`src/rtl/sprite_blit_pkg.sv`:
```
// Shared definitions for the sprite blit engine:
// command encodings, FSM states and counter sizing.
package sprite_blit_pkg;

  localparam logic [1:0] OP_DRAW  = 2'd0;
  localparam logic [1:0] OP_ERASE = 2'd1;
  localparam logic [1:0] OP_STEP  = 2'd2;
  localparam logic [1:0] OP_SET   = 2'd3;

  typedef enum logic [1:0] {
    ST_IDLE   = 2'd0,
    ST_SCAN   = 2'd1,
    ST_FINISH = 2'd2
  } state_e;

  function automatic int cnt_w(input int n);
    return (n <= 2) ? 1 : $clog2(n);
  endfunction

endpackage

```
`src/rtl/sprite_scan_counter.sv`:
```
// Row-major col/row scan counter with clear, enable
// and end-of-row / last-pixel flags.
module sprite_scan_counter
  import sprite_blit_pkg::*;
#(
  parameter int W = 4,
  parameter int H = 4,
  localparam int CW = cnt_w(W),
  localparam int RW = cnt_w(H)
) (
  input  logic          clk,
  input  logic          rst_n,
  input  logic          clr_i,
  input  logic          en_i,
  output logic [CW-1:0] col_o,
  output logic [RW-1:0] row_o,
  output logic          last_col_o,
  output logic          last_o
);

  logic [CW-1:0] col_q, col_d;
  logic [RW-1:0] row_q, row_d;
  logic          last_row;

  assign last_col_o = (col_q == CW'(W - 1));
  assign last_row   = (row_q == RW'(H - 1));
  assign last_o     = last_col_o && last_row;
  assign col_o      = col_q;
  assign row_o      = row_q;

  always_comb begin
    col_d = col_q;
    row_d = row_q;
    if (clr_i) begin
      col_d = '0;
      row_d = '0;
    end else if (en_i) begin
      if (last_col_o) begin
        col_d = '0;
        row_d = last_row ? '0 : row_q + RW'(1);
      end else begin
        col_d = col_q + CW'(1);
      end
    end
  end

  always_ff @(posedge clk or negedge rst_n) begin
    if (!rst_n) begin
      col_q <= '0;
      row_q <= '0;
    end else begin
      col_q <= col_d;
      row_q <= row_d;
    end
  end

endmodule

```
`src/rtl/sprite_blit_engine.sv`:
```
// Sprite datapath: holds position/direction/colour and runs
// draw, erase, bounce-step and set-position commands.
module sprite_blit_engine
  import sprite_blit_pkg::*;
#(
  parameter int X_W       = 8,
  parameter int Y_W       = 7,
  parameter int COLOUR_W  = 3,
  parameter int SPRITE_W  = 4,
  parameter int SPRITE_H  = 4,
  parameter int SCREEN_W  = 160,
  parameter int SCREEN_H  = 120,
  parameter int BG_COLOUR = 0,
  parameter int X_INIT    = 0,
  parameter int Y_INIT    = 60
) (
  input  logic                clock,
  input  logic                resetn,
  input  logic                go,
  input  logic [1:0]          op,
  input  logic [X_W-1:0]      x_in,
  input  logic [Y_W-1:0]      y_in,
  input  logic [COLOUR_W-1:0] colour_in,
  output logic [X_W-1:0]      x_out,
  output logic [Y_W-1:0]      y_out,
  output logic [COLOUR_W-1:0] colour_out,
  output logic                plot,
  output logic                busy,
  output logic                done,
  output logic [X_W-1:0]      pos_x,
  output logic [Y_W-1:0]      pos_y
);

  localparam int CW = cnt_w(SPRITE_W);
  localparam int RW = cnt_w(SPRITE_H);
  localparam logic [X_W-1:0] X_MAX = X_W'(SCREEN_W - SPRITE_W);
  localparam logic [Y_W-1:0] Y_MAX = Y_W'(SCREEN_H - SPRITE_H);
  localparam logic [X_W-1:0] X_RST = X_W'(X_INIT);
  localparam logic [Y_W-1:0] Y_RST = Y_W'(Y_INIT);
  localparam logic [COLOUR_W-1:0] BG = COLOUR_W'(BG_COLOUR);

  state_e state_q, state_d;

  logic [X_W-1:0]      pos_x_q, x_out_q;
  logic [Y_W-1:0]      pos_y_q, y_out_q;
  logic [COLOUR_W-1:0] colour_q;
  logic                dir_x_q, dir_y_q;
  logic                plot_q;

  logic          accept, scan_op, scanning;
  logic [CW-1:0] col;
  logic [RW-1:0] row;
  logic          last_col, last_px;
  logic [X_W-1:0] nxt_x, step_x, set_x;
  logic [Y_W-1:0] nxt_y, step_y, set_y;
  logic           ndir_x, ndir_y;

  assign scanning = (state_q == ST_SCAN);
  assign accept   = go && !scanning;
  assign scan_op  = (op == OP_DRAW) || (op == OP_ERASE);

  sprite_scan_counter #(
    .W(SPRITE_W),
    .H(SPRITE_H)
  ) u_cnt (
    .clk       (clock),
    .rst_n     (resetn),
    .clr_i     (accept),
    .en_i      (scanning),
    .col_o     (col),
    .row_o     (row),
    .last_col_o(last_col),
    .last_o    (last_px)
  );

  always_ff @(posedge clock or negedge resetn) begin
    if (!resetn) state_q <= ST_IDLE;
    else         state_q <= state_d;
  end

  always_comb begin
    state_d = state_q;
    unique case (state_q)
      ST_SCAN: if (last_px) state_d = ST_FINISH;
      default: begin
        if (accept) state_d = scan_op ? ST_SCAN : ST_FINISH;
        else        state_d = ST_IDLE;
      end
    endcase
  end

  always_comb begin
    busy = 1'b0;
    done = 1'b0;
    unique case (state_q)
      ST_SCAN:   busy = 1'b1;
      ST_FINISH: done = 1'b1;
      default:   ;
    endcase
  end

  // Next pixel in row-major order relative to the sprite origin.
  assign nxt_x = last_col ? pos_x_q
               : pos_x_q + X_W'(col) + X_W'(1);
  assign nxt_y = pos_y_q + Y_W'(row)
               + (last_col ? Y_W'(1) : Y_W'(0));

  // Bounce: flip at the edge before moving.
  assign ndir_x = dir_x_q ? (pos_x_q != X_MAX)
                          : (pos_x_q == '0);
  assign ndir_y = dir_y_q ? (pos_y_q != Y_MAX)
                          : (pos_y_q == '0);
  assign step_x = ndir_x ? pos_x_q + X_W'(1)
                         : pos_x_q - X_W'(1);
  assign step_y = ndir_y ? pos_y_q + Y_W'(1)
                         : pos_y_q - Y_W'(1);

  assign set_x = (x_in > X_MAX) ? X_MAX : x_in;
  assign set_y = (y_in > Y_MAX) ? Y_MAX : y_in;

  always_ff @(posedge clock or negedge resetn) begin
    if (!resetn) begin
      pos_x_q  <= X_RST;
      pos_y_q  <= Y_RST;
      dir_x_q  <= 1'b1;
      dir_y_q  <= 1'b1;
      colour_q <= '0;
      plot_q   <= 1'b0;
      x_out_q  <= X_RST;
      y_out_q  <= Y_RST;
    end else if (accept) begin
      unique case (op)
        OP_DRAW, OP_ERASE: begin
          colour_q <= (op == OP_DRAW) ? colour_in : BG;
          plot_q   <= 1'b1;
          x_out_q  <= pos_x_q;
          y_out_q  <= pos_y_q;
        end
        OP_STEP: begin
          dir_x_q <= ndir_x;
          dir_y_q <= ndir_y;
          pos_x_q <= step_x;
          pos_y_q <= step_y;
        end
        OP_SET: begin
          pos_x_q <= set_x;
          pos_y_q <= set_y;
        end
      endcase
    end else if (scanning) begin
      if (last_px) begin
        plot_q <= 1'b0;
      end else begin
        x_out_q <= nxt_x;
        y_out_q <= nxt_y;
      end
    end
  end

  assign x_out      = x_out_q;
  assign y_out      = y_out_q;
  assign colour_out = colour_q;
  assign plot       = plot_q;
  assign pos_x      = pos_x_q;
  assign pos_y      = pos_y_q;

endmodule

```
`config.mk`:
```
export PLATFORM = sky130hd
export DESIGN_NAME = sprite_blit_engine
export DESIGN_NICKNAME = d
export VERILOG_FILES = /design/src/rtl/sprite_blit_pkg.sv /design/src/rtl/sprite_scan_counter.sv /design/src/rtl/sprite_blit_engine.sv
export SDC_FILE = /design/constraint.sdc
export NUM_CORES = 1
export LEC_CHECK = 0
export CORE_MARGIN = 4
export CORE_UTILIZATION = 47
export CTS_CLUSTER_SIZE = 12
export DETAILED_ROUTE_END_ITERATION = 7
export HOLD_SLACK_MARGIN = 0.06
export PLACE_DENSITY = 0.85
export SLEW_MARGIN = 30
export SYNTH_ARGS = -nofsm -noshare
export SYNTH_HDL_FRONTEND = slang
export SYNTH_HIERARCHICAL = 1
export SYNTH_SLANG_ARGS = --single-unit
```
`constraint.sdc`:
```
create_clock -name clock -period 9 [get_ports clock]
set_clock_uncertainty 0.2 [all_clocks]
set_input_delay 2.25 -clock clock [delete_from_list [all_inputs] [get_ports clock]]
set_output_delay 2.25 -clock clock [all_outputs]
set_load 0.03 [all_outputs]
```
# Yosys cells after proc, flatten, opt, wreduce, memory -nomap -nowiden
# Cells that the tools add are included.
[totals]
register_bits = 42
elab_cells = 89
out_inout_bits = 36
inputBits = 23
[classes]
n_addsub = 10
eq_ne = 12
reduce_logical = 18
muxes = 36
magnitude_cmp = 2
[op_table]
columns = ["operator", "n"]
rows = [
  ["$mux 8", 7],
  ["$mux 7", 6],
  ["$mux 2", 11],
  ["$add 8x1->8 const B", 2],
  ["$pmux 8 s2", 1],
  ["$pmux 7 s2", 1],
  ["$eq 2x2->1 const B", 5],
  ["$mux 1", 9],
  ["$add 8x2->8", 1],
  ["$gt 8x8->1 const B", 1],
  ["$logic_not 8->1", 1],
  ["$ne 8x8->1 const B", 1],
  ["$reduce_and 2->1", 4],
  ["$reduce_bool 2->1", 4],
  ["$sub 8x1->8 const B", 1],
  ["$add 7x1->7", 1],
  ["$add 7x1->7 const B", 1],
  ["$add 7x2->7", 1],
  ["$gt 7x7->1 const B", 1],
  ["$logic_not 7->1", 1],
  ["$ne 7x7->1 const B", 1],
  ["$sub 7x1->7 const B", 1],
  ["$reduce_and 3->1", 2],
  ["$add 2x1->2 const B", 2],
  ["9 further kinds", 12],
]

# Logic depth before layout (Yosys ltp)
[depth]
ltp_word = 6
depth_mapped = 11

# Modules after synthesis
# Netlist, hierarchy kept.
[by_module_without_submodules]
columns = ["module", "cells_per_inst", "n_inst", "area_each_um2"]
rows = [
  ["sprite_blit_engine", 314, 1, 2710.1],
  ["sprite_scan_counter", 19, 1, 214.0],
]

# Worst setup path after synthesis
# OpenSTA, ideal clock, no wires.
[synth_path]
path_kind = "input to register"
startpoint = "input port op[0]"
endpoint = "register pos_x_q[2], in the netlist pos_x[2]"
path_slack_ns = 5.313
setup_ns = 0.133
path_stages = 6
arrival_time_ns = 3.353
path_cell_list = "inv_1 > clkbuf_1 > nor2_1 > o311ai_0 > o221ai_1 > o21ai_0"
[synth_via]
elab_chain_cells = 3
[synth_lines]
columns = ["element", "line_no", "source"]
rows = [
  ["start: declaration", "sprite_blit_engine.sv:20", "input logic [1:0] op,"],
  ["$eq 2x2->1", "sprite_blit_engine.sv:132", "unique case (op)"],
  ["$reduce_bool 2->1 (no line)", "--", ""],
  ["$reduce_and 2->1 (no line)", "--", ""],
  ["end signal: assignment", "sprite_blit_engine.sv:142", "pos_x_q <= step_x;"],
  ["end signal: assignment", "sprite_blit_engine.sv:146", "pos_x_q <= set_x;"],
  ["end: declaration", "sprite_blit_engine.sv:44", "logic [X_W-1:0] pos_x_q, x_out_q;"],
]
# Parallel ways exist; a longest one is shown, timed or not.
# A chain may end at the register's enable or synchronous reset.

# Worst setup path in the final report
[layout_path]
startpoint = "input port op[0]"
endpoint = "register pos_x_q[4], in the netlist pos_x[4]"
# Same word-level chain as after synthesis.

==> results.json <==
{
  "min_path_type": "register to register",
  "p_per_area_nw_per_um2": 359,
  "die_w_um": 86.9,
  "ys_ff_latch": 42,
  "yosys_warnings": 6,
  "drc": 0,
  "status": "completed",
  "root_buffer": "clkbuf_8",
  "fill_cells": 512,
  "slew_headroom_pct": 48.2,
  "die_y_um": 86.9,
  "numCtsBuffers": 5,
  "required_ns": 8.95,
  "nNetsFinal": 420,
  "antennaDiodeCount": 0,
  "slew_viol_final": 0,
  "ir_worst_vdd_v": 0.000195,
  "coreArea_um2": 5990,
  "drtIter0Drc": 276,
  "first_pass_iters": 5,
  "die_area_um2": 7550,
  "seq_area_frac_synth_pct": 36.4,
  "fin_setup_tns_ns": 0,
  "async_flop_share_pct": 100,
  "antenna_found_initial": 0,
  "grt_remaining_overflow": 0,
  "reg2reg_slack_ns": 5.26,
  "synthFlopType": "dfrtp_1",
  "utilization_pct": 60.5,
  "post_cts_buffers": 0,
  "wl_um": 7510,
  "worst_setup_path_end_kind": "register",
  "grt_start_max_net_pins": 43,
  "pin_count": 59,
  "holdPathStages": 2,
  "synthesis.area_um2": 2920,
  "leakage_nw": 1.48,
  "ant_nets": 0,
  "synthCells": 333,
  "grtUsageTotal_pct": 21.0,
  "clk_latency_ns": 0.30,
  "cts_sinks": 42,
  "grt_pass1_vias": 2727,
  "maxCapViolations": 0,
  "place.gp.congestion": 0.918,
  "synth.net_count": 372,
  "syn_area_per_cell_um2": 8.78,
  "finalSetupViolations": 0,
  "min_to": "y_out[5]",
  "reg2regPathDepth": 11,
  "rsz0062_at_grt": "no",
  "total_power_mw": 1.30,
  "whs_ns": 0.314,
  "path_class": "primary input to register",
  "wire_per_inst_um": 16.4,
  "crit_path_max_fanout": 11,
  "clockBufferDepth": 2,
  "drive_gt1_share_pct": 9.16,
  "io_buffer_count": 58,
  "hp-start": "y_out[5]",
  "rr_startpoint": "pos_x[1]",
  "min_period_ns": 4.54,
  "startpoint_type": "primary input",
  "synth.distinct_cells": 61,
  "cts_resized": 0,
  "syn_to_final_growth_pct": 23.9,
  "vias": 2762,
  "cts.clk_slew.worst_paths_ns": 0.09,
  "hold_buffers": 0,
  "place_hpwl_um": 5580,
  "max_freq_ghz": 0.220,
  "crit_arrival_ns": 4.49,
  "crit_path_start": "op[0]",
  "fin_cells": 457,
  "dp_cells": 449,
  "viasPerCell": 6.04,
  "start_util_pct": 48.8,
  "r2r_end": "pos_x[7]",
  "cts_max_level": 2,
  "synth_edf_count": 0,
  "num_rows": 28,
  "grt_first_pass_wirelength_um": 12800,
  "cts_tree": "built",
  "finalCritPeriodShare_pct": 50.5,
  "hold_viol": 0,
  "tightest_slew_ns": 0.775
}
## flip-flops by register name, indices dropped and copies added (netlist names)
signal / cells
x_out: 8
dir_x_q: 1
dir_y_q: 1
pos_y: 7
u_cnt/row_o: 2
pos_x: 8
plot: 1
colour_out: 3
state_q: 2
y_out: 7
u_cnt/col_o: 2
## Yosys cell counts, drive strengths merged, types with 3 or more instances
cell    number  area [um^2]
ha          12          150
fa           4         80.1
xor2         6         52.6
nor2        32          120
mux2         3         33.8
clkbuf      14         52.6
or4          3         26.3
o22ai        6         37.5
o21ai       17         85.1
mux2i        6         60.1
nand2       30          113
nor3         5         36.3
or3          5         32.5
nand4        8         50.1
dfstp       10          263
and3         9         57.6
a21oi       34          178
a311oi       4         35.0
nand3       12         65.1
nor2b        7         43.8
nand2b       4         25.0
a31oi        3         18.8
buf          3         27.5
a21o         4         31.3
inv         19         71.3
xnor2       10         87.6
dfrtp       32          801
## report_power, final
part,internal [mW],leakage (nW),switching (mW)
Combinational,0.323,0.952,0.437
Clock,0.0555,0.0408,0.0710
Sequential,0.282,0.483,0.133
Total,0.660,1.48,0.641
## layer usage
metal | vias up | global-route usage (%) | part of all wire [%]
met5 | - | 0 | 0
li1 | 1294 | - | -
met3 | 21 | 3.50 | 6.2
met1 | 1339 | 27.2 | 42
met2 | 108 | 35.6 | 50
met4 | 0 | 7.08 | 2.3
## how the worst max path moves through the flow
stage / slack (ns) / endpoint / cells past startpoint
CTS: 4.56 / pos_x[2] / 6
floorplan: 5.31 / pos_x[2] / 6
global route: 4.28 / pos_x[4] / 6
detailed placement: 4.23 / pos_x[2] / 6
global placement: 4.41 / pos_x[2] / 6
finish: 4.46 / pos_x[4] / 6
## critical path, stage by stage
cell and delay, ns:
clkdlybuf4s50_1 0.68, inv_1 0.26, nor2_1 0.53, o311ai_0 0.37, o22ai_1 0.29, o21ai_0 0.10
## area by class of cell
cell class | count | area [um^2] | area share (%)
clock buffer | 5 | 68.8 | 1.90
timing repair buffer | 58 | 578 | 16.0
sequential | 42 | 1060 | 29.4
multi-input combinational | 255 | 1720 | 47.6
inverter | 19 | 71.3 | 1.97
clock inverter | 3 | 23.8 | 0.656
tap | 75 | 93.8 | 2.59
## logic make-up after synthesis
| family | after synthesis | share of synthesized area [%] |
|---|---|---|
| mux | 9 | 3.21 |
| simple gates | 125 | 22.4 |
| flops | 42 | 36.4 |
| fa+ha+maj | 16 | 7.87 |
| compound gates | 89 | 20.2 |
| buf+inv | 36 | 5.18 |
| xor+xnor | 16 | 4.79 |
## through the flow
step           setup WS, ns  instance area (um^2)
4_1_cts                4.56                  3610
2_1_floorplan          5.31                  2920
3_3_place_gp           4.41                  3520
3_5_place_dp           4.23                  3520
6_report               4.46                  3620
5_1_grt                4.28                  3620
## cell usage in the layout (no fill, tap or decap), drive strengths merged, types with 5 or more instances in the layout
cell type      synthesis  routed
mux2i                  6       6
nor3                   5       5
nand2                 30      30
dfstp                 10      10
o22ai                  6       6
a21oi                 34      34
ha                    12      12
or3                    5       5
nand3                 12      12
nand4                  8       8
xor2                   6       6
nor2b                  7       7
clkbuf                14       5
nor2                  32      32
xnor2                 10      10
clkdlybuf4s50          0      57
and3                   9       9
o21ai                 17      17
inv                   19      20
dfrtp                 32      32
Note: power is estimated with default switching activity, not from simulation.
